**src/rtl/exc_seq_ctrl_if.sv**
```systemverilog
// Bundle between the M stage / cp0 / fetch and the exception sequencer.
// The slave modport is the sequencer's view; master is the surrounding pipeline.
interface exc_seq_ctrl_if #(
    parameter int unsigned CNT_W = 8
);
    logic [5:0]       irq_in;
    logic             m_valid;
    logic [4:0]       m_exc;
    logic [31:0]      m_pc;
    logic             m_bds;
    logic             m_eret;
    logic             cp0_have2handle;
    logic [31:0]      cp0_epc;
    logic [5:0]       cp0_hwirq;
    logic [4:0]       cp0_exc;
    logic [31:0]      cp0_curr_pc;
    logic             cp0_in_bds;
    logic             cp0_exit_isr;
    logic             flush;
    logic             redirect_valid;
    logic [31:0]      redirect_pc;
    logic             redirect_ready;
    logic [CNT_W-1:0] exc_dropped;

    modport slave (
        input  irq_in, m_valid, m_exc, m_pc, m_bds, m_eret,
               cp0_have2handle, cp0_epc, redirect_ready,
        output cp0_hwirq, cp0_exc, cp0_curr_pc, cp0_in_bds, cp0_exit_isr,
               flush, redirect_valid, redirect_pc, exc_dropped
    );

    modport master (
        output irq_in, m_valid, m_exc, m_pc, m_bds, m_eret,
               cp0_have2handle, cp0_epc, redirect_ready,
        input  cp0_hwirq, cp0_exc, cp0_curr_pc, cp0_in_bds, cp0_exit_isr,
               flush, redirect_valid, redirect_pc, exc_dropped
    );
endinterface

```
**src/rtl/exc_seq_ctrl.sv**
```systemverilog
// Exception/interrupt sequencer: synchronizes IRQs into cp0, turns a taken
// exception or eret into a flush plus a held fetch redirect, counts dropped exceptions.
module exc_seq_ctrl #(
    parameter logic [31:0] HANDLER_ADDR = 32'h0000_4180,
    parameter logic [4:0]  EXC_NONE     = 5'd31,
    parameter int unsigned SYNC_STAGES  = 2,
    parameter int unsigned CNT_W        = 8
) (
    input  logic          clk,
    input  logic          rst,
    exc_seq_ctrl_if.slave bus
);
    typedef enum logic {RUN, REDIRECT} state_t;

    state_t           state_q, state_d;
    logic             redirect_valid_q, redirect_valid_d;
    logic [31:0]      redirect_pc_q, redirect_pc_d;
    logic [CNT_W-1:0] cnt_q, cnt_d;
    logic [5:0]       sync_q [SYNC_STAGES];
    logic [5:0]       irq_s;

    logic live, take, ret, drop;

    always_ff @(posedge clk or posedge rst) begin
        if (rst) begin
            for (int unsigned i = 0; i < SYNC_STAGES; i++) sync_q[i] <= '0;
        end else begin
            sync_q[0] <= bus.irq_in;
            for (int unsigned i = 1; i < SYNC_STAGES; i++) sync_q[i] <= sync_q[i-1];
        end
    end

    assign irq_s = sync_q[SYNC_STAGES-1];

    always_ff @(posedge clk or posedge rst) begin
        if (rst) begin
            state_q          <= RUN;
            redirect_valid_q <= 1'b0;
            redirect_pc_q    <= '0;
            cnt_q            <= '0;
        end else begin
            state_q          <= state_d;
            redirect_valid_q <= redirect_valid_d;
            redirect_pc_q    <= redirect_pc_d;
            cnt_q            <= cnt_d;
        end
    end

    always_comb begin
        state_d          = state_q;
        redirect_valid_d = redirect_valid_q;
        redirect_pc_d    = redirect_pc_q;
        cnt_d            = cnt_q;
        live             = 1'b0;
        take             = 1'b0;
        ret              = 1'b0;
        drop             = 1'b0;
        unique case (state_q)
            RUN: begin
                live = bus.m_valid;
                take = bus.cp0_have2handle;
                ret  = bus.m_valid && bus.m_eret && !take;
                // cp0 with EXL=1 presents the exception but does not raise have2handle
                drop = bus.m_valid && (bus.m_exc != EXC_NONE) && !take;
                if (take) begin
                    state_d          = REDIRECT;
                    redirect_valid_d = 1'b1;
                    redirect_pc_d    = HANDLER_ADDR;
                end else if (ret) begin
                    state_d          = REDIRECT;
                    redirect_valid_d = 1'b1;
                    redirect_pc_d    = bus.cp0_epc;
                end
                if (drop && (cnt_q != '1)) cnt_d = cnt_q + CNT_W'(1);
            end
            REDIRECT: begin
                if (bus.redirect_ready) begin
                    state_d          = RUN;
                    redirect_valid_d = 1'b0;
                end
            end
            default: state_d = RUN;
        endcase
    end

    assign bus.cp0_hwirq      = live ? irq_s : 6'b0;
    assign bus.cp0_exc        = live ? bus.m_exc : EXC_NONE;
    assign bus.cp0_curr_pc    = bus.m_pc;
    assign bus.cp0_in_bds     = bus.m_bds;
    assign bus.cp0_exit_isr   = ret;
    assign bus.flush          = take | ret;
    assign bus.redirect_valid = redirect_valid_q;
    assign bus.redirect_pc    = redirect_pc_q;
    assign bus.exc_dropped    = cnt_q;
endmodule
```
**src/flat_wrapper.sv**
```systemverilog
// flat-port wrapper written by rule: the top's interface ports become plain ports
module exc_seq_ctrl_flat 
#(
    parameter logic [31:0] HANDLER_ADDR = 32'h0000_4180,
    parameter logic [4:0]  EXC_NONE     = 5'd31,
    parameter int unsigned SYNC_STAGES  = 2,
    parameter int unsigned CNT_W        = 8
)
  (clk, rst, bus_irq_in, bus_m_valid, bus_m_exc, bus_m_pc, bus_m_bds, bus_m_eret, bus_cp0_have2handle, bus_cp0_epc, bus_redirect_ready, bus_cp0_hwirq, bus_cp0_exc, bus_cp0_curr_pc, bus_cp0_in_bds, bus_cp0_exit_isr, bus_flush, bus_redirect_valid, bus_redirect_pc, bus_exc_dropped);
  exc_seq_ctrl_if #(.CNT_W(CNT_W)) bus_i ();
  input  logic clk;
  input  logic rst;
  input wire logic [$bits(bus_i.irq_in)-1:0] bus_irq_in;
  input wire logic [$bits(bus_i.m_valid)-1:0] bus_m_valid;
  input wire logic [$bits(bus_i.m_exc)-1:0] bus_m_exc;
  input wire logic [$bits(bus_i.m_pc)-1:0] bus_m_pc;
  input wire logic [$bits(bus_i.m_bds)-1:0] bus_m_bds;
  input wire logic [$bits(bus_i.m_eret)-1:0] bus_m_eret;
  input wire logic [$bits(bus_i.cp0_have2handle)-1:0] bus_cp0_have2handle;
  input wire logic [$bits(bus_i.cp0_epc)-1:0] bus_cp0_epc;
  input wire logic [$bits(bus_i.redirect_ready)-1:0] bus_redirect_ready;
  output wire logic [$bits(bus_i.cp0_hwirq)-1:0] bus_cp0_hwirq;
  output wire logic [$bits(bus_i.cp0_exc)-1:0] bus_cp0_exc;
  output wire logic [$bits(bus_i.cp0_curr_pc)-1:0] bus_cp0_curr_pc;
  output wire logic [$bits(bus_i.cp0_in_bds)-1:0] bus_cp0_in_bds;
  output wire logic [$bits(bus_i.cp0_exit_isr)-1:0] bus_cp0_exit_isr;
  output wire logic [$bits(bus_i.flush)-1:0] bus_flush;
  output wire logic [$bits(bus_i.redirect_valid)-1:0] bus_redirect_valid;
  output wire logic [$bits(bus_i.redirect_pc)-1:0] bus_redirect_pc;
  output wire logic [$bits(bus_i.exc_dropped)-1:0] bus_exc_dropped;
  assign bus_i.irq_in = bus_irq_in;
  assign bus_i.m_valid = bus_m_valid;
  assign bus_i.m_exc = bus_m_exc;
  assign bus_i.m_pc = bus_m_pc;
  assign bus_i.m_bds = bus_m_bds;
  assign bus_i.m_eret = bus_m_eret;
  assign bus_i.cp0_have2handle = bus_cp0_have2handle;
  assign bus_i.cp0_epc = bus_cp0_epc;
  assign bus_i.redirect_ready = bus_redirect_ready;
  assign bus_cp0_hwirq = bus_i.cp0_hwirq;
  assign bus_cp0_exc = bus_i.cp0_exc;
  assign bus_cp0_curr_pc = bus_i.cp0_curr_pc;
  assign bus_cp0_in_bds = bus_i.cp0_in_bds;
  assign bus_cp0_exit_isr = bus_i.cp0_exit_isr;
  assign bus_flush = bus_i.flush;
  assign bus_redirect_valid = bus_i.redirect_valid;
  assign bus_redirect_pc = bus_i.redirect_pc;
  assign bus_exc_dropped = bus_i.exc_dropped;
  exc_seq_ctrl #(.HANDLER_ADDR(HANDLER_ADDR), .EXC_NONE(EXC_NONE), .SYNC_STAGES(SYNC_STAGES), .CNT_W(CNT_W)) u_core (.clk(clk), .rst(rst), .bus(bus_i));
endmodule
```
**config.mk**
```make
export PLATFORM = sky130hd
export DESIGN_NAME = exc_seq_ctrl_flat
export DESIGN_NICKNAME = d
export VERILOG_FILES = /design/src/rtl/exc_seq_ctrl_if.sv /design/src/rtl/exc_seq_ctrl.sv /design/src/flat_wrapper.sv
export SDC_FILE = /design/constraint.sdc
export NUM_CORES = 1
export LEC_CHECK = 0
export ABC_AREA = 1
export BUFFER_PORTS_ARGS = -buffer_cell sky130_fd_sc_hd__buf_2
export CORE_MARGIN = 2
export CORE_UTILIZATION = 46
export CTS_BUF_LIST = sky130_fd_sc_hd__clkbuf_8
export DETAILED_ROUTE_END_ITERATION = 12
export GPL_ROUTABILITY_DRIVEN = 0
export GPL_TIMING_DRIVEN = 0
export PLACE_DENSITY_LB_ADDON = 0.2
export SYNTH_ARGS = -nofsm -noshare
export SYNTH_HDL_FRONTEND = slang
export SYNTH_SLANG_ARGS = --single-unit
```
**constraint.sdc**
```tcl
create_clock -name clk -period 4.6 [get_ports clk]
set_clock_uncertainty 0.05 [all_clocks]
set_input_delay 0.92 -clock clk [delete_from_list [all_inputs] [get_ports clk]]
set_output_delay 0.92 -clock clk [all_outputs]
set_load 0.01 [all_outputs]
```
# Word level (Yosys, flattened, before mapping)
# Index checks and enable logic that the tools add are counted.
# classes
eq_ne	4
mux	15
n_reduce_logical	10
n_addsub	1
n_bitwise	2
# ops
operator	count
two-way mux 32 bit	2
two-way mux 1 bit	9
adder 8 x 1 -> 8 bit (second input constant)	1
inequality test 8 bit (second input constant)	1
two-way mux 6 bit	1
AND reduction 2 bit	3
logical AND 1 bit	5
two-way mux 5 bit	1
inequality test 5 bit (second input constant)	1
one-hot mux 1 bit (2 select lines)	2
inequality test 3 x 2 -> 1 bit (second input constant)	1
inequality test 2 bit (second input constant)	1
nonzero test 2 bit	1
zero test 1 bit	1
NOT 1 bit	1
bitwise OR 1 bit	1
# word_totals
in_bits	82
output_inout_bits	87
register_bits	54

# Logic depth before layout (Yosys ltp)
# logic_depth
depth_word	5
depth_mapped	8
mapped_depth_nobuf	8

# Worst setup path before layout
# OpenSTA, ideal clock, no wires.
# synth_timing
path_kind	input -> output
from	in bus_m_valid
to	out bus_cp0_exc[0]
setup_slack_ns	2.260
arrival_ns	1.370
path_buffers	0
cell_stages	2
cell_sequence	nand2_1 -> or2_2
# synth_via
elab_chain_len	2
# synth_lines
item	line_no	rtl
start, declared	flat_wrapper.sv:14	input wire logic [$bits(bus_i.m_valid)-1:0] bus_m_valid;
two-way mux 1 bit	exc_seq_ctrl.sv:58	unique case (state_q)
two-way mux 5 bit	exc_seq_ctrl.sv:87	assign bus.cp0_exc = live ? bus.m_exc : EXC_NONE;
end, declared	flat_wrapper.sv:23	output wire logic [$bits(bus_i.cp0_exc)-1:0] bus_cp0_exc;
# Every way passes these cells.

# Worst setup path after layout
# layout_timing
from	in bus_cp0_have2handle
to	out bus_cp0_exit_isr
# layout_via
elab_chain_len	3
# layout_lines
item	line_no	rtl
start, declared	flat_wrapper.sv:19	input wire logic [$bits(bus_i.cp0_have2handle)-1:0] bus_cp0_have2handle;
zero test 1 bit	exc_seq_ctrl.sv:62	ret = bus.m_valid && bus.m_eret && !take;
logical AND 1 bit	exc_seq_ctrl.sv:62	
two-way mux 1 bit	exc_seq_ctrl.sv:58	
end, declared	flat_wrapper.sv:26	output wire logic [$bits(bus_i.cp0_exit_isr)-1:0] bus_cp0_exit_isr;
# Every way passes these cells.

==> impl_metrics.env <==
export IMPL_status="complete, no violations"
export IMPL_crit_type="in -> out"
export IMPL_syn_area_per_cell_sq_um=8.51
export IMPL_tns_ps=0
export IMPL_grt_pass1_wl_um=8980
export IMPL_yosysTopAreaCell="dfrtp_1"
export IMPL_synth_common_cells="nand2_1 (136), dfrtp_1 (54), buf_4 (33)"
export IMPL_synth_seq_cells=54
export IMPL_antenna_found_initial=0
export IMPL_die_width_um=77.9
export IMPL_clock_fmax_mhz=373
export IMPL_cts_tree="done"
export IMPL_syn_to_final_growth_pct=35.0
export IMPL_yosysWarnings=0
export IMPL_cts_buffers=5
export IMPL_hold_class="reg -> reg"
export IMPL_wl_um=5560
export IMPL_critPathLaunchType="primary input"
export IMPL_first_global_vias=2075
export IMPL_die_y_um=77.9
export IMPL_hold_violations=0
export IMPL_first_pass_iters=4
export IMPL_period_share_pct=58.3
export IMPL_slew_headroom_pct=69.5
export IMPL_clkLatencyLatePin_ps=300
export IMPL_route_met2_wl_um=2960
export IMPL_worst_pin_slew_ps=457
export IMPL_cts_hold_fix_buffers=0
export IMPL_rows=26
export IMPL_syn_nets=378
export IMPL_postSynthCellCount=295
export IMPL_grt_overflow=0
export IMPL_highest_layer="met4"
export IMPL_synth_edff_count=0
export IMPL_cts_clk_slew_worst_paths_ps=100
export IMPL_synthDominantCellAreaShare_pct=53.8
export IMPL_p_leak_nw=2.07
export IMPL_h_tree_depth=2
export IMPL_cts_setup_buffers=0
export IMPL_synth_area_top_cells="dfrtp_1 (54%), nand2_1 (20%), buf_4 (9.9%)"
export IMPL_cp_arrival_ps=1710
export IMPL_yosysSeqAreaShare_pct=53.8
export IMPL_clk_path_buf_depth=2
export IMPL_drt_antenna_violating_nets=0
export IMPL_critPathCaptureType="output port"
export IMPL_crit_required_ps=3630
export IMPL_vias_per_cell=4.44
export IMPL_dieArea_sq_um=6070
export IMPL_final_max_slew_violation_count=0
export IMPL_num_vias=2262
export IMPL_syn_area_sq_um=2510
export IMPL_synth_most_common_cell="nand2_1"
export IMPL_period_minus_slack_ps=2680
export IMPL_setup_violations=0
export IMPL_antenna_cells=0
export IMPL_fill_cells=464
export IMPL_cts_root_buf="clkbuf_8"
export IMPL_ctsResizeCount=0
export IMPL_synth_distinct_cells=22
export IMPL_finalInstanceArea_sq_um=3390
export IMPL_nets=521
export IMPL_fp_coreArea_sq_um=5170
export IMPL_route_met3_wl_um=388
export IMPL_rr_worst_depth=7
export IMPL_drc=0
export IMPL_placedInstanceArea_sq_um=3290
export IMPL_ioPinCount=169
export IMPL_io_buffer_count=135
export IMPL_rsz0062_at_grt="no"
export IMPL_p_per_area_nw_per_um2=333
export IMPL_drive_gt1_share_pct=45.3
export IMPL_met1_length_um=2180
export IMPL_initial_core_util_pct=48.5
export IMPL_cap_violations=0
export IMPL_setup_slack_ps=1920
export IMPL_critPathMaxFanout=10
export IMPL_wire_per_inst_um=10.9
export IMPL_hpwl_um=4360
export IMPL_grt_max_degree=35
export IMPL_pre_cts_ws_ps=1900
export IMPL_hold_path_depth=0
export IMPL_ys_async_sr_fraction_pct=100
export IMPL_cts_sinks=54
export IMPL_synthFlopType="dfrtp_1"
export IMPL_track_usage_pct=18.4
export IMPL_drtIter0Drc=73
export IMPL_vdd_drop_max_uv=197
-- layout make-up --
type                    instances  area, sq um  area share [%]
plain buffers                  39          297            8.75
well taps                      70         87.6            2.58
inverters                      22         82.6            2.44
clock inverters                 2         12.5           0.369
flip-flops and latches         54         1350            39.9
multi-input cells             180          781            23.0
repair buffers                136          696            20.5
clock buffers                   6         82.6            2.44
-- power breakdown --
group / switching [W] / internal, W
combinational: 0.000154 / 0.000129
clock: 0.000151 / 0.000121
sequential: 0.0000435 / 0.000529
total: 0.000348 / 0.000780
-- state kept, by name, summed over array words and instances (netlist names) --
| signal | cells |
|---|---|
| u_core.bus.redirect_pc | 32 |
| u_core.irq_s | 6 |
| u_core.state_q | 1 |
| u_core.bus.exc_dropped | 8 |
| u_core.bus.redirect_valid | 1 |
| u_core.sync_q | 6 |
-- logic make-up after synthesis --
family / share of synthesized area (%)
buf+inv: 15.1
xor+xnor: 0.349
compound gates: 1.44
flops: 53.8
fa+ha+maj: 0.498
simple gates: 28.8
-- final timing paths --
path                       slack (ps)                                  start                                     end
max                              1920                    bus_cp0_have2handle                        bus_cp0_exit_isr
min                               310             u_core.sync_q[7]$_DFF_PP0_               u_core.irq_s[1]$_DFF_PP0_
max reg2reg                      3210  u_core.bus.exc_dropped[1]$_DFFE_PP0P_   u_core.bus.exc_dropped[6]$_DFFE_PP0P_
min reg2reg                       310             u_core.sync_q[7]$_DFF_PP0_               u_core.irq_s[1]$_DFF_PP0_
max in group asynchronous        3410                                    rst   u_core.bus.exc_dropped[3]$_DFFE_PP0P_
min in group asynchronous         570                                    rst  u_core.bus.redirect_pc[12]$_DFFE_PP0P_
-- stage by stage --
stage	instances	total power (W)	hold WS (ps)	utilization [%]
global route	509	0.00120	312	65.5
floorplan	295	0.000743	281	-
global placement	500	0.000858	282	63.3
detailed placement	501	0.000869	286	63.7
CTS	509	0.00114	310	65.5
finish	509	0.00113	307	65.5
-- layer usage --
metal  global-route usage [%]  vias up
met5                        0        -
met4                     5.36        0
met3                     4.88        5
met2                     32.6       84
met1                     21.9     1039
li1                         -     1134
-- critical path: stages --
cell and delay [ps]:
buf_2 110, nor2_2 110, nand2_2 120, inv_2 90, buf_2 200, buf_2 160
-- placed cells by master (no fill, tap or decap), drive strengths merged, types with 2 or more instances in the layout --
cell,instances
nor2,16
dfrtp,54
inv,21
o21ai,2
o22a,3
buf,175
nand3,12
or2,4
clkbuf,6
clkinv,2
nand2,140
No activity file was read; power rests on OpenSTA's default activity.
